===== config.mk =====
export PLATFORM = sky130hd
export DESIGN_NAME = instr_mem
export DESIGN_NICKNAME = d
export VERILOG_FILES = /design/src/rtl/instr_mem.sv
export SDC_FILE = /design/constraint.sdc
export NUM_CORES = 1
export LEC_CHECK = 0
export CORE_AREA = 8 8 45 47
export DETAILED_ROUTE_END_ITERATION = 8
export DIE_AREA = 0 0 53 55
export PLACE_DENSITY_LB_ADDON = 0.1
export SETUP_SLACK_MARGIN = 0.5
export SYNTH_ARGS = -nofsm -noshare
export SYNTH_HDL_FRONTEND = slang
export SYNTH_SLANG_ARGS = --single-unit
export TNS_END_PERCENT = 10

===== constraint.sdc =====
create_clock -name vclk -period 4.4
set_input_delay 0.88 -clock vclk [all_inputs]
set_output_delay 0.88 -clock vclk [all_outputs]
set_load 0.01 [all_outputs]

===== src/rtl/instr_mem.sv =====
// Fixed 64-word instruction ROM for the single-cycle core.
// Combinational fetch; reset forces a NOP onto the output.
module instr_mem (
    input  logic        sysclk,
    input  logic [7:0]  curr_pc,
    output logic [31:0] instruction,
    input  logic        reset
);

    localparam logic [31:0] NOP = 32'h0000_0013;

    logic [5:0]  word_idx;
    logic [31:0] rom_word;
    logic        unused_ok;

    // Byte offset within a word is dropped; misaligned PCs hit the
    // containing word. The clock only exists for port compatibility.
    assign word_idx  = curr_pc[7:2];
    assign unused_ok = ^{sysclk, curr_pc[1:0]};

    always_comb begin
        rom_word = NOP;
        unique case (word_idx)
            6'd0:    rom_word = 32'h0050_0093;
            6'd1:    rom_word = 32'h00A0_0113;
            6'd2:    rom_word = 32'h0020_81B3;
            6'd3:    rom_word = 32'h4011_0233;
            6'd4:    rom_word = 32'h0020_F2B3;
            6'd5:    rom_word = 32'h0020_E333;
            6'd6:    rom_word = 32'h0030_2023;
            6'd7:    rom_word = 32'h0000_2383;
            6'd8:    rom_word = 32'h0071_8463;
            6'd9:    rom_word = 32'h0010_0413;
            6'd10:   rom_word = 32'h0020_0493;
            6'd11:   rom_word = 32'h0000_006F;
            default: rom_word = NOP;
        endcase
    end

    assign instruction = reset ? NOP : rom_word;

endmodule


# ---- After elaboration in Yosys (flattened, before gate mapping)
# Memories as Yosys holds them, arrays and structs flattened.
# Index checks and enable logic that the tools add are counted.
dict set report word_totals {
  n_memories 1
  rom_bits 304
  elab_cells 4
  in_bits 10
  register_bits 0
}
dict set report op_classes {
  mux 2
  n_reduce_logical 1
}
# name words width read_ports rd_ports_with_merged_regs write_ports line_no
set memory_table {}
lappend memory_table {{(name not given)} 16 19 1 0 0 23} ;# unique case (word_idx)
# op count
set ops {}
lappend ops {{32-bit two-way mux} 2}
lappend ops {{2-bit zero test} 1}

# ---- Longest topological paths before layout
dict set report logic_depth {
  depth_word 3
  depth_mapped 5
  mapped_depth_nobuf 5
}

# ---- Worst setup path after synthesis
# No wires, ideal clock.
dict set report synth_timing {
  path_type {input to output}
  from {input reset}
  to {output instruction[3]}
  slack_ns 1.645
  path_stages 5
  t_arrival_ns 1.875
  required_time_ns 3.520
  path_cell_list {or3_1 -> buf_2 -> nor2_1 -> and3_1 -> buf_4}
}
dict set report synth_between {
  elab_chain_cells 1
}
# element line_no
set synth_lines {}
lappend synth_lines {{from (decl)} 7} ;# input logic reset
lappend synth_lines {{32-bit two-way mux} 40} ;# assign instruction = reset ? NOP : rom_word;
lappend synth_lines {{to (decl)} 6} ;# output logic [31:0] instruction,
# Every way passes these cells.

# ---- Worst setup path after layout
dict set report layout_timing {
  from {input reset}
  to {output instruction[5]}
}
# Same word-level chain as after synthesis.

==> flow_summary_export.csv <==
group,metric,value,unit
outcome,status,"finished clean",
setup_path,cp.required,3520,ps
logic_synthesis,yosysSeqAreaShare,0,%
detailed_routing,vias,472,
global_route,grt_max_degree,14,
min_path,hold_class,"input port to output port",
floorplanning,start_util,32.55,%
floorplanning,dieArea,2915,um^2
logic_synthesis,synthTopCellsByCount,"buf_4 (15), nor2_1 (8), ha_1 (5), nand2b_1 (5), nor3_1 (4)",
sta,max_freq,269.7,MHz
floorplanning,rows,14,
detailed_routing,wirelength,1.286,mm
global_route,grtUsageTotal,8.447,%
logic_synthesis,synthCells,68,
placed_design,place_inst,105,
cells_and_area,finalNetCount,106,
logic_synthesis,synth_top_area_cell,"buf_4",
setup_path,path_max_fanout,12,
sta,layout_min_cycle_time,3707,ps
floorplanning,coreArea,1384,um^2
detailed_routing,antenna_left,0,
global_route,antenna_found_initial,0,
sta,slew_violations,0,
logic_synthesis,synth-warning-count,0,
detailed_routing,routed_via_density,4.495,
sta,period_share,84.26,%
placed_design,gp_congestion,0.8129,
detailed_routing,dr_wl_met2,577,um
setup_path,slowest_stage,"clkdlybuf4s50_1",
detailed_routing,drtIter0Drc,6,
power_and_ir_drop,p_leak,0.2950,nW
setup_path,start_kind,"input port",
setup_path,crit_top_cell,"clkdlybuf4s50_1",
detailed_routing,wl_per_cell,12.25,um
power_and_ir_drop,peakVddDrop,0.02574,mV
sta,setup_violations,0,
floorplanning,die_w,53,um
logic_synthesis,avgSynthCellArea,6.624,um^2
cells_and_area,area_growth,47.78,%
logic_synthesis,netlist_top_cells_area,"buf_4 (25%), ha_1 (14%), nand2b_1 (6.9%)",
setup_path,cp_top_family,"buffers and inverters",
detailed_routing,top_layer,"met3",
detailed_routing,firstDrtPassIters,4,
floorplanning,die_h,55,um
detailed_routing,m1WireLength,565,um
logic_synthesis,yosysTopAreaCellShare,25.00,%
setup_path,critPathArrivalTime,2830,ps
setup_path,critical_path_buf_inv_count,2,
power_and_ir_drop,p_total,42.68,uW
setup_path,cp-startpoint,"reset",
detailed_routing,drc,0,
logic_synthesis,yosysMostFrequentCell,"buf_4",
cells_and_area,instances_no_fill,105,
placed_design,io_buffers,26,
logic_synthesis,syn_area,450.4,um^2
flow_run,max-cap-violations,0,
sta,hold_violations,0,
setup_path,cpPeakStageDelay,550,ps
sta,setup_tns,0,ps
floorplanning,io_pins,42,
clocking,cts_setup_buffers,0,
setup_path,crit_chain,"clkdlybuf4s50_1 > or3_4 > or4_1 > o21ai_1 > clkdlybuf4s50_1",
sta,rsz0062_at_grt,"no",
cells_and_area,nClkBuffers,0,
detailed_routing,wl_met3,143,um
placed_design,dp_hpwl,1.054,mm
logic_synthesis,ys_types,24,
setup_path,crit_path_end_kind,"output port",
cells_and_area,layout-drive-gt1-share,4.494,%
cells_and_area,final-seq-area,0,um^2
global_route,first_global_vias,466,
cells_and_area,nFlopsAndLatches,0,
global_route,grt_pass1_wl,2.063,mm
power_and_ir_drop,p_per_area,64.13,nW/um^2
clocking,cts_hold_buf,0,
cells_and_area,antenna_cells,0,
min_path,min_from,"curr_pc[4]",
setup_path,worstSetupPathType,"input port to output port",
global_route,grt_overflow,0,
==> cell families after synthesis <==
| family | Yosys count | share of synthesized area (%) |
|---|---|---|
| adders and majority gates | 5 | 13.89 |
| muxes | 3 | 6.667 |
| and+or+nand+nor | 28 | 33.89 |
| other | 2 | 1.667 |
| buffers and inverters | 21 | 30.83 |
| AOI/OAI and AO/OA | 9 | 13.05 |
==> worst min-delay path, stage by stage <==
cell and delay, ps:
dlymetal6s2s_1 300, a211oi_1 120, clkdlybuf4s50_1 480
==> placed cells by master (no fill, tap or decap), types with 3 or more instances in the layout <==
| cell | instances |
|---|---|
| and3_1 | 3 |
| nor3_1 | 4 |
| ha_1 | 5 |
| mux2i_1 | 3 |
| nor2_1 | 8 |
| conb_1 | 13 |
| nand2b_1 | 5 |
| clkdlybuf4s50_1 | 24 |
| a211oi_1 | 3 |
==> final timing paths <==
path	endpoint	slack (ps)	depth (start not counted)
min	instruction[20]	2660	3
max	instruction[5]	690	5
==> area by class of cell <==
type | count | area, um^2
fill | 148 | 718.2
inverter | 3 | 11.26
tap | 16 | 20.02
multi-input combinational | 58 | 357.8
timing repair buffer | 28 | 276.5
==> per-layer routing <==
metal  global-route usage [%]  vias up
met3                    1.337        0
met5                        0        -
met1                    9.955      202
li1                         -      248
met2                    16.41       22
met4                        0        0
==> metrics by stage <==
step	worst slack [ps]	instance area [um^2]	hold WS, ps	util, %
after floorplan	1645	491.7	1810	-
after global placement	452.8	659.4	2950	47.65
after detailed placement	464.7	659.4	2977	47.65
after CTS	557.3	658.1	2740	47.56
after global routing	581.0	665.6	2718	48.10
final	692.7	665.6	2660	48.10
==> what timing repair did <==
action                                 in CTS  in global routing
gates cloned                                0                  0
setup endpoints to repair                   2                  4
pin swaps                                   0                  0
endpoints found under the hold margin       0                  0
gates resized for setup                     1                  2
==> where the power goes <==
part	internal [mW]	leakage, nW	switching, mW
combinational	0.0188	0.295	0.0239
sequential	0	0	0
clock	0	0	0
Power figures use the tool's default switching activity.
